File: src/rtl/freq_meter_pkg.sv
// Shared types and constants for the frequency meter and its edge synchronizer.
package freq_meter_pkg;

  typedef enum logic [1:0] {
    ST_IDLE,
    ST_GATE,
    ST_FINISH
  } state_e;

  localparam int MIN_SYNC_STAGES = 2;
  localparam int DEF_CNT_W       = 16;
  localparam int DEF_GATE_W      = 16;

endpackage

File: src/rtl/freq_meter_edge_sync.sv
// Multi-flop synchronizer for an asynchronous level followed by a rising-edge
// detector; emits a one-clock pulse per rising edge of the input.
module edge_sync
  import freq_meter_pkg::*;
#(
  parameter int SYNC_STAGES = MIN_SYNC_STAGES
) (
  input  logic Clk,
  input  logic Reset,
  input  logic async_i,
  output logic edge_p_o
);

  // Depth below two gives no metastability protection, so clamp upward.
  localparam int STAGES = (SYNC_STAGES < MIN_SYNC_STAGES) ? MIN_SYNC_STAGES : SYNC_STAGES;

  logic [STAGES-1:0] sync_q;
  logic              prev_q;

  // NOTE: flops use non-blocking assignments so every stage samples the
  // value its predecessor held before this edge.
  always_ff @(posedge Clk) begin
    if (Reset) begin
      sync_q <= '0;
      prev_q <= 1'b0;
    end else begin
      sync_q <= {sync_q[STAGES-2:0], async_i};
      prev_q <= sync_q[STAGES-1];
    end
  end

  assign edge_p_o = sync_q[STAGES-1] & ~prev_q;

endmodule

File: src/rtl/freq_meter.sv
// Gated edge counter: counts rising edges of an asynchronous input over a
// programmable number of clock cycles and presents the result with done/valid.
module freq_meter
  import freq_meter_pkg::*;
#(
  parameter int CNT_W       = DEF_CNT_W,
  parameter int GATE_W      = DEF_GATE_W,
  parameter int SYNC_STAGES = MIN_SYNC_STAGES
) (
  input  logic              Clk,
  input  logic              Reset,
  input  logic              Fmeas,
  input  logic              Start,
  input  logic [GATE_W-1:0] Gate_len,
  output logic              Busy,
  output logic              Done,
  output logic              Valid,
  output logic              Overflow,
  output logic [CNT_W-1:0]  Count
);

  state_e             state_q, state_d;
  logic [GATE_W-1:0]  win_q, win_d;
  logic [CNT_W-1:0]   cnt_q, cnt_d;
  logic               sat_q, sat_d;
  logic [CNT_W-1:0]   count_q, count_d;
  logic               valid_q, valid_d;
  logic               ovf_q, ovf_d;
  logic               edge_p;

  edge_sync #(
    .SYNC_STAGES (SYNC_STAGES)
  ) u_edge_sync (
    .Clk      (Clk),
    .Reset    (Reset),
    .async_i  (Fmeas),
    .edge_p_o (edge_p)
  );

  always_comb begin
    // NOTE: every variable gets its hold value first so no path through the
    // case leaves one unassigned and infers a latch.
    state_d = state_q;
    win_d   = win_q;
    cnt_d   = cnt_q;
    sat_d   = sat_q;
    count_d = count_q;
    valid_d = valid_q;
    ovf_d   = ovf_q;

    unique case (state_q)
      ST_IDLE: begin
        if (Start) begin
          win_d   = (Gate_len == '0) ? GATE_W'(1) : Gate_len;
          cnt_d   = '0;
          sat_d   = 1'b0;
          valid_d = 1'b0;
          ovf_d   = 1'b0;
          state_d = ST_GATE;
        end
      end
      ST_GATE: begin
        // An edge arriving with the counter already full is lost and flagged.
        if (edge_p) begin
          if (cnt_q == '1) sat_d = 1'b1;
          else             cnt_d = cnt_q + CNT_W'(1);
        end
        if (win_q == GATE_W'(1)) state_d = ST_FINISH;
        else                     win_d   = win_q - GATE_W'(1);
      end
      ST_FINISH: begin
        count_d = cnt_q;
        ovf_d   = sat_q;
        valid_d = 1'b1;
        state_d = ST_IDLE;
      end
      default: state_d = ST_IDLE;
    endcase
  end

  always_ff @(posedge Clk) begin
    if (Reset) begin
      state_q <= ST_IDLE;
      win_q   <= '0;
      cnt_q   <= '0;
      sat_q   <= 1'b0;
      count_q <= '0;
      valid_q <= 1'b0;
      ovf_q   <= 1'b0;
    end else begin
      state_q <= state_d;
      win_q   <= win_d;
      cnt_q   <= cnt_d;
      sat_q   <= sat_d;
      count_q <= count_d;
      valid_q <= valid_d;
      ovf_q   <= ovf_d;
    end
  end

  assign Busy     = (state_q != ST_IDLE);
  assign Done     = (state_q == ST_FINISH);
  assign Valid    = valid_q;
  assign Overflow = ovf_q;
  assign Count    = count_q;

endmodule
File: config.mk
export PLATFORM = sky130hd
export DESIGN_NAME = freq_meter
export DESIGN_NICKNAME = d
export VERILOG_FILES = /design/src/rtl/freq_meter_pkg.sv /design/src/rtl/freq_meter_edge_sync.sv /design/src/rtl/freq_meter.sv
export SDC_FILE = /design/constraint.sdc
export NUM_CORES = 1
export LEC_CHECK = 0
export ABC_AREA = 0
export ABC_CLOCK_PERIOD_IN_PS = 2200
export CAP_MARGIN = 25
export CORE_ASPECT_RATIO = 0.6
export CORE_MARGIN = 8
export CORE_UTILIZATION = 54
export DETAILED_ROUTE_END_ITERATION = 16
export GPL_TIMING_DRIVEN = 0
export PLACE_DENSITY_LB_ADDON = 0.2
export SLEW_MARGIN = 20
export SYNTH_ARGS = -nofsm -noshare
export SYNTH_HDL_FRONTEND = slang
export SYNTH_HIERARCHICAL = 1
export SYNTH_SLANG_ARGS = --single-unit
File: constraint.sdc
create_clock -name Clk -period 2.2 [get_ports Clk]
set_input_delay 0.22 -clock Clk [delete_from_list [all_inputs] [get_ports Clk]]
set_output_delay 0.22 -clock Clk [all_outputs]
set_load 0.01 [all_outputs]
# Word level (Yosys, flattened, before mapping)
# Index checks and enable logic that the tools add are counted.
# W data, S select, Z words.
dict set report word_totals {
  reg_bits 56
  inputBits 20
  output_inout_bits 20
  elab_cells 50
}
dict set report op_classes {
  addsub 2
  n_eq_ne 10
  muxes 17
  bitwise 2
  reduce_logical 10
}
# op n
set op_table {}
lappend op_table {{$mux W16} 6}
lappend op_table {{$pmux W16 S2} 2}
lappend op_table {{$add A16 B1 Y16 const B} 1}
lappend op_table {{$eq A16 B1 Y1 const B} 1}
lappend op_table {{$eq A16 B16 Y1 const B} 1}
lappend op_table {{$logic_not A16 Y1} 1}
lappend op_table {{$sub A16 B1 Y16 const B} 1}
lappend op_table {{$ne A2 B2 Y1 const B} 6}
lappend op_table {{$reduce_and A4 Y1} 2}
lappend op_table {{$pmux W1 S2} 3}
lappend op_table {{$reduce_bool A2 Y1} 3}
lappend op_table {{$mux W2} 2}
lappend op_table {{$pmux W2 S2} 1}
lappend op_table {{$reduce_and A2 Y1} 2}
lappend op_table {{$mux W1} 3}
lappend op_table {{$reduce_and A3 Y1} 1}
lappend op_table {{$eq A2 B1 Y1 const B} 1}
lappend op_table {{$eq A2 B2 Y1 const B} 1}
lappend op_table {{$logic_not A2 Y1} 1}
lappend op_table {{$and A1 B1 Y1} 1}
lappend op_table {{$not A1 Y1} 1}

# Logic depth before layout (Yosys ltp)
dict set report logic_depth {
  ltp_word 4
  mapped_depth 8
  ltp_nobuf 7
}

# Hierarchy
# Netlist, hierarchy kept.
# mod n_inst cells_per_inst area_each_um2 seq_area_each_um2
set modules_own_cells {}
lappend modules_own_cells {freq_meter 1 337 2711.4 1061.0}
lappend modules_own_cells {edge_sync 1 7 87.6 60.1}

# Worst setup path before layout
# No wires, ideal clock.
dict set report synth_path {
  kind {register to register}
  start {register win_q[0]}
  end {register win_q[15]}
  arrival_ps 1700
  t_required_ps 2097
  slack_ps 396
  path_stages_with_launch 7
  synth_period_minus_slack_ps 1804
  cell_sequence {dfxtp_1 ha_1 nor4b_1 nand4_2 o21a_1 buf_4 a2111oi_2}
}
dict set report synth_via {
  elab_chain_cells 3
  elab_cells_between_ends 6
  cone_classes {add/sub: 1; eq/ne: 2; mux: 2; reduce/logical: 1}
}
# element line_no
set synth_lines {}
lappend synth_lines {{from (decl)} freq_meter.sv:23} ;# logic [GATE_W-1:0] win_q, win_d;
lappend synth_lines {{from (signal assigned)} freq_meter.sv:92} ;# win_q <= win_d;
lappend synth_lines {{$sub A16 B1 Y16 / $eq A16 B1 Y1 (equally long branches)} {freq_meter.sv:69, freq_meter.sv:68}}
lappend synth_lines {{$mux W16 / $ne A2 B2 Y1 (equally long branches)} -}
lappend synth_lines {{$pmux W16 S2 / $reduce_and A3 Y1 (equally long branches)} -}
# Several ways; a longest one is shown, not always the timed one. The select of a mux whose other input is x is not followed.
# A chain may end at the register's enable or synchronous reset.

# Worst setup path after layout
dict set report layout_path {
  start {register state_q[1]}
  end {register cnt_q[4]}
}
dict set report layout_via {
  elab_chain_cells 3
  elab_cells_between_ends 8
  cone_classes {eq/ne: 4; mux: 1; reduce/logical: 3}
}
# element line_no
set layout_lines {}
lappend layout_lines {{from (decl)} freq_meter.sv:22} ;# state_e state_q, state_d;
lappend layout_lines {{from (signal assigned)} freq_meter.sv:91} ;# state_q <= state_d;
lappend layout_lines {{$eq A2 B1 Y1 / $logic_not A2 Y1 (equally long branches)} freq_meter.sv:51} ;# unique case (state_q)
lappend layout_lines {{$ne A2 B2 Y1 (no source line) / $reduce_bool A2 Y1 (equally long branches)} -}
lappend layout_lines {{$reduce_and A4 Y1 (no source line)} -}
lappend layout_lines {{to (signal assigned)} freq_meter.sv:93} ;# cnt_q <= cnt_d;
lappend layout_lines {{to (decl)} freq_meter.sv:24} ;# logic [CNT_W-1:0] cnt_q, cnt_d;
# Several ways; a longest one is shown, not always the timed one.

==> results by group <==
Yosys
  – Post-synth top cells: dfxtp_1 (56), nand2_1 (56), nor2_1 (38)
  – Adder-Cell Fraction of Synth Area: 1.341%
  – Share of the synthesized area in the top cell type: 40.05%
  – Synth Register Bits: 56
  – Post-synthesis compound-gate area fraction: 22.53%
  – XOR/XNOR Fraction of Synth Area: 2.816%
  – Register area share after synthesis: 40.05%
  – Ys flop type: dfxtp_1
  – Synth area leaders: dfxtp_1 (40%), nand2_1 (7.5%), a21oi_1 (6.1%), nor2_1 (5.1%), nor3_1 (2.0%)
  – Fraction of synthesized area in multiplexers: 0.4917%
  – Simple-gate portion of the synthesized area: 28.43%
  – Fraction of registers with async set/reset: 0%
  – Mapped Cells: 344
  – Post-synth cell types: 61
  – Avg Cell Area, Syn: 8.136 sq um
  – YS warnings: 6
  – Area leader, netlist: dfxtp_1
  – Post-Syn Nets: 367
  – Mapped Area: 0.002799 sq mm
  – Number of flops mapped to enable cells by yosys: 0
  – Largest family of logic cells by synthesized area: simple AND/OR/NAND/NOR gates

Timing
  – Finish-stage setup viols: 0
  – Fin Clk Skew: 0.007906 ns
  – Final worst-path setup slack: 0.07283 ns
  – Tcrit/Tclk final: 96.69%
  – Worst Max-Slew Pin Slew: 0.5744 ns
  – Hold Violations, Final: 0
  – Hold slack: 0.4565 ns
  – Worst rel slew slack: 61.71%
  – RSZ-0062 raised after global routing: true
  – Fmax: 470.1 MHz
  – Setup TNS: 0 ns
  – Max Slew Vio Count: 0
  – Post-route minimum period: 2.127 ns

Worst setup path
  – Arr. time, crit path: 2.31 ns
  – Capturing point of the worst reg2reg path: cnt_q[4]$_SDFFE_PP0P_
  – Slowest stage delay, CP: 0.50 ns
  – CP startpoint kind: flip-flop
  – Highest-delay cell along the critical path: o21ai_0
  – Required @ worst endpoint: 2.38 ns
  – CP cell instances: buf_2 > nor2b_1 > nand3_1 > o21ai_0 > or3_1 > a21oi_1
  – Flop2flop setup slack: 0.07 ns
  – Critical path start-end classification: reg -> reg
  – Cell depth of the worst flop-to-flop path: 6
  – R2r startpoint: state_q[1]$_SDFFE_PP0P_
  – Crit-path max FO: 10
  – Worst setup EP type: flip-flop

Die
  – IO Pins: 40
  – Row count: 20
  – Core footprint: 0.005030 sq mm
  – Initial Util: 55.65%
  – Die height: 71.77 um
  – Die Width: 108.9 um
  – Die footprint: 0.007818 sq mm

Finish
  – Area occupied by registers: 0.001121 sq mm
  – Layout Cells excl Fill: 459
  – P&R area growth vs syn: 21.95%
  – Filler Cell Count: 438
  – Nets: 415
  – Layout cells sized above 1: 7.888%
  – # diodes: 0
  – Multi-input logic area: 0.001568 sq mm

Detailed routing
  – Met1 wire length: 3690 um
  – Vias per Instance: 5.937
  – Highest metal used: met4
  – Vias: 2725
  – Routed wire length: 7714 um
  – Antenna viol nets, final: 0
  – Initial drt markers: 209
  – WL met2: 3125 um
  – Met3 routed WL: 819 um
  – DRC: 0
  – Drt first pass iters: 5
  – Routed WL per cell: 16.81 um

Run status
  – Outcome: finished, final reports clean

CTS
  – Root Buffer: clkbuf_8
  – CTS Buffer Depth: 2
  – H-tree levels: 2
  – Reg clk slew, reported paths: 0.10 ns
  – Worst skew pair latency: 0.31 ns
  – TritonCTS buffer count: 5
  – Clk sink count: 56
  – CTS Hold Bufs: 0
  – TritonCTS clock tree: built

Placed design
  – Port-buffer cells: 39
  – Placement Setup Slack: -0.1391 ns
  – Gpl congestion: 0.9052
  – Post-detail-place hpwl: 5677 um
  – Placed Cells: 449

Worst hold path
  – Hold crit path type: reg -> reg
  – Hold depth: 1
  – Worst Hold Launch: u_edge_sync/sync_q[0]$_SDFF_PP0_
  – WHS Endpoint: u_edge_sync/sync_q[1]$_SDFF_PP0_

Global route
  – Gr ovfl total: 0
  – Largest net degree at the start of global routing: 19
  – Tot GR Track Use: 19.68%
  – First-pass GRT wire length: 12400 um
  – Initial antenna violation count: 0
  – Number of global-route vias before repair: 2480

Power and ir drop
  – Worst vdd ir: 0.0004006 V
  – P_leak: 1.171 nW
  – Overall power: 0.002074 W
  – Pwr dens: 607.7 mW/mm^2

Job
  – Max-Cap Viols: 0
## kinds of logic (layout without fill, tap and decap cells)
group	after synthesis	count (layout)
DFF	56	56
adders and majority gates	3	3
buffers and inverters	27	76
xor gates and xnor gates	9	9
AOI/OAI and AO/OA	93	93
and+or+nand+nor	155	155
muxes	1	1
## layout make-up
type,instances,area share [%]
Clock inverter,1,0.2199
Tap cell,66,2.419
Multi-Input combinational cell,261,45.93
Inverter,10,1.246
Clock buffer,7,2.529
Timing Repair Buffer,42,12.46
Sequential cell,56,32.84
Buffer,16,2.346
## state kept, by name, indices dropped and copies added (netlist names)
register            flops
Count                  16
cnt_q                  16
win_q                  16
state_q                 2
u_edge_sync/sync_q      2
Overflow                1
Valid                   1
sat_q                   1
u_edge_sync/prev_q      1
## where the power goes
group / internal (W) / total (W) / switching, W
Sequential: 0.00105 / 0.00110 / 0.0000471
Clock: 0.000257 / 0.000593 / 0.000336
Combinational: 0.000160 / 0.000385 / 0.000225
Total: 0.00147 / 0.00207 / 0.000608
## critical path, delay by kind of cell, from the launching register on
family          cells  cell delay [ns]
simple gates        3             0.95
buf+inv             1             0.18
compound gates      2             0.56
flops               1             0.31
## layer usage
layer | vias up | GRT usage, %
met4 | 0 | 4.072
met5 | - | 0
li1 | 1336 | -
met2 | 117 | 25.99
met3 | 13 | 6.893
met1 | 1259 | 29.22
## worst max-delay path by stage
| stage | from | endpoint | slack, ns | depth (start not counted) |
|---|---|---|---|---|
| after floorplan | win_q[0]$_SDFFE_PP0P_ | win_q[15]$_SDFFE_PP0P_ | 0.40 | 6 |
| after global placement | state_q[0]$_SDFFE_PP0P_ | Done | -0.10 | 6 |
| after detailed placement | state_q[0]$_SDFFE_PP0P_ | Done | -0.14 | 6 |
| after CTS | win_q[9]$_SDFFE_PP0P_ | win_q[12]$_SDFFE_PP0P_ | 0.06 | 5 |
| after global routing | state_q[1]$_SDFFE_PP0P_ | cnt_q[5]$_SDFFE_PP0P_ | -0.04 | 6 |
| final | state_q[1]$_SDFFE_PP0P_ | cnt_q[4]$_SDFFE_PP0P_ | 0.07 | 6 |
## cells in the final DEF (no fill, tap or decap), types with 2 or more instances in the layout
| cell | n |
|---|---|
| nor2b_1 | 5 |
| or4_1 | 3 |
| a31o_2 | 2 |
| nand2_1 | 55 |
| a21o_1 | 3 |
| clkdlybuf4s50_1 | 39 |
| a211oi_1 | 4 |
| inv_1 | 9 |
| nor2_1 | 38 |
| a2111oi_2 | 2 |
| o21ai_1 | 3 |
| xnor2_1 | 3 |
| nor4_1 | 7 |
| nor3_1 | 11 |
| and3_1 | 3 |
| o21ai_0 | 10 |
| clkbuf_1 | 12 |
| ha_1 | 3 |
| nand3_1 | 5 |
| nand4_1 | 3 |
| o211ai_1 | 6 |
| o21bai_1 | 3 |
| a21oi_1 | 33 |
| and4_1 | 4 |
| buf_4 | 3 |
| xor2_1 | 6 |
| buf_6 | 2 |
| a22o_1 | 6 |
| dfxtp_1 | 56 |
| clkbuf_8 | 6 |
| nand2b_1 | 3 |
| o31ai_1 | 4 |
| and2_1 | 4 |
| o32ai_1 | 3 |
| o41ai_1 | 2 |
## stage by stage
step | cell area, sq um | utilization, %
2_1_floorplan | 2799 | -
3_3_place_gp | 3272 | 65.05
3_5_place_dp | 3272 | 65.05
4_1_cts | 3369 | 66.99
5_1_grt | 3413 | 67.86
6_report | 3413 | 67.86
## what timing repair did
action                     4_1_cts  5_1_grt
cloned                           0        0
buffers inserted                 0        3
gates resized for setup          3        2
pin swaps                        0        2
setup endpoints to repair        1        8
No activity file was read; power rests on OpenSTA's default activity.
==> patch 1, RTL diff (same settings) <==
Put a register stage on the outputs `Busy` and `Done`, cleared by the reset. The values now appear one clock later. The other outputs are not delayed to match.
--- a/src/rtl/freq_meter.sv
+++ b/src/rtl/freq_meter.sv
@@ -100,4 +100,11 @@
 
-  assign Busy     = (state_q != ST_IDLE);
-  assign Done     = (state_q == ST_FINISH);
+  always_ff @(posedge Clk) begin
+    if (Reset) begin
+      Busy <= '0;
+      Done <= '0;
+    end else begin
+      Busy <= (state_q != ST_IDLE);
+      Done <= (state_q == ST_FINISH);
+    end
+  end
   assign Valid    = valid_q;
Check against the original RTL: not equivalent (Yosys sat finds a counterexample within 4 cycles, from zero or initial values and one cycle with Reset high).
==> patch 1 against the unedited design <==
Final area grew 0.81%; synthesized area shrank 1.8%; routed wire length decreased by 3.7%; power up 26%; sequential share of layout area grew 0.94 points; highest routed layer unchanged; count of clock-buffer cells in the layout grew 4; clock skew barely moved; worst setup slack got worse by 0.0027 ns; clock power is 72% higher; combinational power is 16% higher; sequential cell count up 2; largest power group unchanged; die area shrank 1.5%.
==> patch 1: results (changes against the unedited design) <==
status:
  outcome: "finished clean"  # unchanged
synthesis:
  yosys.area_share.adder_pct: 1.37  # was 1.34%
  ys.flop_type: "dfxtp_1"  # unchanged
  synth_fp_nets: 331  # was 367
  ys_seq_area_share_pct: 42.3  # was 40.1%
  synth-compound-area-share_pct: 22.4  # was 22.5%
  yosysWarnings: 6  # unchanged
  synth_cell_types: 61  # unchanged
  synth-xor-area-share_pct: 4.14  # was 2.82%
  netlist_top_cells_count: "dfxtp_1, nor2_1, nand2_1"  # was dfxtp_1, nand2_1, nor2_1
  async_reset_ff_share_pct: 0  # unchanged
  avgSynthCellArea_um2: 8.92  # was 8.14 um2
  post_synth_main_area_contributors: "dfxtp_1, a22o_1, nor2_1"  # was dfxtp_1, nand2_1, a21oi_1
  synth_mux_area_share_pct: 1.09  # was 0.492%
global_routing:
  grt_max_degree: 11  # was 19
  first_global_vias: 2333  # was 2480
  antenna_found_initial: 0  # unchanged
  grtUsageMet3_pct: 6.45  # was 6.89%
  met1_usage_pct: 30.0  # was 29.2%
  met2_usage_pct: 25.0  # was 26.0%
  grt_usage_pct: 19.8  # was 19.7%
  grt_first_pass_wirelength_um: 12000  # was 12400 um
placed_design:
  place_inst: 413  # was 449
  hpwlAfterDp_um: 5540  # was 5680 um
  gp_congestion: 0.935  # was 0.905
  port_buffers: 39  # unchanged
cts:
  numCtsBuffers: 9  # was 5
  cts_setup_buffers: 0  # unchanged
  cts_root_buffer: "clkbuf_8"  # unchanged
  clk_latency_ns: 0.34  # was 0.31 ns
  clockBufferDepth: 2  # unchanged
  htree_levels: 3  # was 2
  clkTransAtPathRegs_ns: 0.07  # was 0.10 ns
cells_and_area:
  fin_cells: 429  # was 459
  nets: 381  # was 415
  fillers: 418  # was 438
  drive_gt1_share_pct: 11.0  # was 7.89%
  insertedDiodeCount: 0  # unchanged
power:
  vdd_ir_drop_max_uv: 415  # was 401 uV
  internal-power_mw: 1.85  # was 1.47 mW
  p_per_area_nw_per_um2: 758  # was 608 nW/um2
  powerClk_mw: 1.02  # was 593 uW
  p_leak_nw: 1.23  # was 1.17 nW
  p_comb_uw: 445  # was 385 uW
timing:
  worstMarginPinSlew_ns: 0.911  # was 0.574 ns
  fin_skew_ns: 0.00837  # was 0.00791 ns
min_path:
  hold_path_class: "input pin to flop"  # was flop to flop
detailed_routing:
  vias: 2568  # was 2725
  drtPass1Iterations: 5  # unchanged
  finalWirelength_um: 7430  # was 7710 um
  drt_iter0_markers: 212  # was 209
critical_path:
  path_max_fanout: 6  # was 10
  cp_slowest_cell: "nor3b_2"  # was o21ai_0
  critPathMaxStageDelay_ns: 0.40  # was 0.50 ns
  critPathArrivalTime_ns: 2.34  # was 2.31 ns
==> patch 1: changes by cell type after synthesis, moves of 3 or more <==
| cell | before | now |
|---|---|---|
| or4_1 | 3 | 0 |
| a22o_1 | 6 | 16 |
| clkbuf_1 | 12 | 8 |
| mux2i_1 | 0 | 3 |
| buf_2 | 1 | 5 |
| o2111ai_1 | 1 | 4 |
| nand2_1 | 56 | 20 |
| nand4_1 | 3 | 7 |
| a21oi_1 | 34 | 19 |
| nor2_1 | 38 | 30 |
| and3_1 | 3 | 7 |
==> patch 1: metal layers <==
metal	routed length [um]	vias to the layer above
met2	2810	93
met3	581	10
met5	0	-
met1	3980	1217
li1	-	1248
met4	61	0
==> patch 1: final timing paths <==
check,depth (start not counted),slack [ns],end,from
setup / recovery,7,0.07,win_q[12]$_SDFFE_PP0P_,win_q[1]$_SDFFE_PP0P_
hold / removal,2,0.44,u_edge_sync/sync_q[0]$_SDFF_PP0_,Fmeas
setup reg to reg,7,0.07,win_q[12]$_SDFFE_PP0P_,win_q[1]$_SDFFE_PP0P_
hold reg to reg,1,0.46,u_edge_sync/sync_q[1]$_SDFF_PP0_,u_edge_sync/sync_q[0]$_SDFF_PP0_
==> patch 1: worst max-delay path: cells and delay by family (launching register included) <==
| family | cells | cell delay, ns |
|---|---|---|
| AND/OR/NAND/NOR | 3 | 1.06 |
| AO/OA/AOI/OAI | 2 | 0.25 |
| adder cells (fa/ha/maj) | 1 | 0.22 |
| buffers and inverters | 1 | 0.12 |
| flip-flops | 1 | 0.33 |
==> patch 1: through the flow <==
| stage | worst slack (ns) | cell area, um2 | hold slack [ns] | util [%] |
|---|---|---|---|---|
| 3_5_place_dp | -0.0768 | 3220 | 0.436 | 64.7 |
| 2_1_floorplan | 0.408 | 2750 | 0.292 | - |
| 5_1_grt | -0.00991 | 3440 | 0.455 | 69.1 |
| 4_1_cts | 0.0419 | 3430 | 0.440 | 68.9 |
| 6_report | 0.0701 | 3440 | 0.440 | 69.1 |
| 3_3_place_gp | -0.129 | 3220 | 0.417 | 64.7 |
==> patch 1: area by class of cell <==
cell class / instances / area share [%]
inverters: 9 / 0.982
plain buffers: 20 / 3.05
well taps: 66 / 2.40
multi-input cells: 221 / 42.5
clock buffers: 11 / 4.40
flip-flops and latches: 58 / 33.8
clock inverters: 5 / 1.53
repair buffers: 39 / 11.3
==> patch 1: kinds of logic (layout without fill, tap and decap cells) <==
group	count (synthesis)	in the layout
buf+inv	29	84
simple gates	117	117
flops	58	58
compound gates	85	85
mux	3	3
fa+ha+maj	3	3
xor+xnor	13	13
==> patch 1: timing repair <==
| item | 4_1_cts | 5_1_grt |
|---|---|---|
| endpoints found under the setup margin | 1 | 15 |
| hold endpoints to repair | 0 | 0 |
| gates resized for setup | 1 | 3 |
==> patch 2, RTL diff (same settings) <==
Without the edit above. Change the package constant `DEF_CNT_W` from 16 to 32.
--- a/src/rtl/freq_meter_pkg.sv
+++ b/src/rtl/freq_meter_pkg.sv
@@ -10,3 +10,3 @@
   localparam int MIN_SYNC_STAGES = 2;
-  localparam int DEF_CNT_W       = 16;
+  localparam int DEF_CNT_W       = 32;
   localparam int DEF_GATE_W      = 16;
Ports: changed (resized Count); port bits go from 40 to 56. No check against the original RTL was run, so the function may have changed too.
==> patch 2 against the unedited design <==
Power rose by 76%; final area increased by 53%; global-route usage rose by 2.7 points; maximum frequency decreased by 0.14%; utilization is 3.4 points higher; largest power group unchanged; clock power rose to 2.7 times the old value; critical path depth is 3 higher; largest cell class unchanged; routed wire length is 60% higher; synthesized area is 47% higher; sequential cell count grew 32; worst setup slack worse by 0.0030 ns.
==> patch 2: results (changes against the unedited design) <==
floorplan:
  rows: 24  # was 20
cts:
  clk_latency_ns: 0.35  # was 0.31 ns
  cts_root_buffer: "clkbuf_16"  # was clkbuf_8
  htree_levels: 3  # was 2
  clkTransAtPathRegs_ns: 0.06  # was 0.10 ns
  cts_setup_buffers: 2  # was 0
  ctsResizeCount: 5  # was 3
power:
  switching_power_uw: 880  # was 608 uW
  p_comb_uw: 358  # was 385 uW
  seq_power_share_pct: 45.9  # was 52.9%
  power_mw: 3.65  # was 2.07 mW
  p_leak_nw: 1.75  # was 1.17 nW
  vdd_ir_drop_max_uv: 508  # was 401 uV
synthesis:
  netlist_top_cells_count: "nand2_1, dfxtp_1, a21oi_1"  # was dfxtp_1, nand2_1, nor2_1
  post_synth_main_area_contributors: "dfxtp_1, nand2_1, a21oi_1"  # unchanged
  ys_seq_area_share_pct: 42.7  # was 40.1%
  synth_seq_cells: 88  # was 56
  synth_fp_nets: 546  # was 367
  synth_mux_area_share_pct: 1.00  # was 0.492%
  synth-compound-area-share_pct: 21.0  # was 22.5%
  yosys.area_share.adder_pct: 0.910  # was 1.34%
  synth-xor-area-share_pct: 0  # was 2.82%
  synthCells: 523  # was 344
  yosysWarnings: 6  # unchanged
  synth_cell_types: 52  # was 61
placed_design:
  place_inst: 682  # was 449
  hpwlAfterDp_um: 8910  # was 5680 um
  pre_cts_slack_ns: -0.254  # was -0.139 ns
  place_area_um2: 4810  # was 3270 um2
  port_buffers: 55  # was 39
cells_and_area:
  fillers: 618  # was 438
  multi_input_area_um2: 2260  # was 1570 um2
  nonClkBufAreaFrac_pct: 14.1  # was 14.8%
  multi_input_area_share_pct: 43.2  # was 45.9%
  n_all_buffers: 88  # was 58
  nets: 614  # was 415
  fin_cells: 698  # was 459
  multi_input_cells: 399  # was 261
  drive_gt1_share_pct: 9.43  # was 7.89%
  num-clock-buffers: 10  # was 7
  seq_share_pct: 33.9  # was 32.8%
  clk_share_pct: 5.92  # was 2.75%
global_routing:
  grt_usage_pct: 22.4  # was 19.7%
  first_global_vias: 3926  # was 2480
  grt_first_pass_wirelength_um: 19500  # was 12400 um
  grt_max_degree: 17  # was 19
critical_path:
  path_max_fanout: 10  # unchanged
  critPathArrivalTime_ns: 2.40  # was 2.31 ns
  cpLargestDelayFamily: "buffers and inverters"  # was simple AND/OR/NAND/NOR gates
  cp_slowest_cell: "nor4_4"  # was o21ai_0
detailed_routing:
  drtPass1Iterations: 6  # was 5
  drt_iter0_markers: 600  # was 209
  vias: 4358  # was 2725
  wl_per_cell_um: 17.7  # was 16.8 um
min_path:
  hold_path_class: "input pin to flop"  # was flop to flop
timing:
  fin_hold_ws_ns: 0.446  # was 0.457 ns
  slew_headroom_pct: 54.6  # was 61.7%
  worst_slack_ns: 0.0699  # was 0.0728 ns
status:
  outcome: "finished clean"  # unchanged
## patch 2: cell count changes after synthesis, moves of 5 or more
cell and delta:
nand2_1 +53, a21oi_1 +41, dfxtp_1 +32, o21ai_0 +22, nor2_1 -20, nand3_1 +15, or3_1 +15, nand4_1 +12
or4_1 +12, clkbuf_1 +7, xor2_1 -6, inv_1 -5, o31ai_1 +5
## patch 2: path summary, 6_finish.rpt
path / start / to / depth (start not counted)
max reg2reg: state_q[0]$_SDFFE_PP0P_ / cnt_q[4]$_SDFFE_PP0P_ / 9
max: state_q[0]$_SDFFE_PP0P_ / cnt_q[4]$_SDFFE_PP0P_ / 9
min reg2reg: u_edge_sync/sync_q[0]$_SDFF_PP0_ / u_edge_sync/sync_q[1]$_SDFF_PP0_ / 1
min: Fmeas / u_edge_sync/sync_q[0]$_SDFF_PP0_ / 2
## patch 2: metal layers
layer	GRT usage, %	wire length, um
met1	31.9	5620
met2	30.7	5050
met3	7.78	1520
met4	6.47	144
met5	0	0
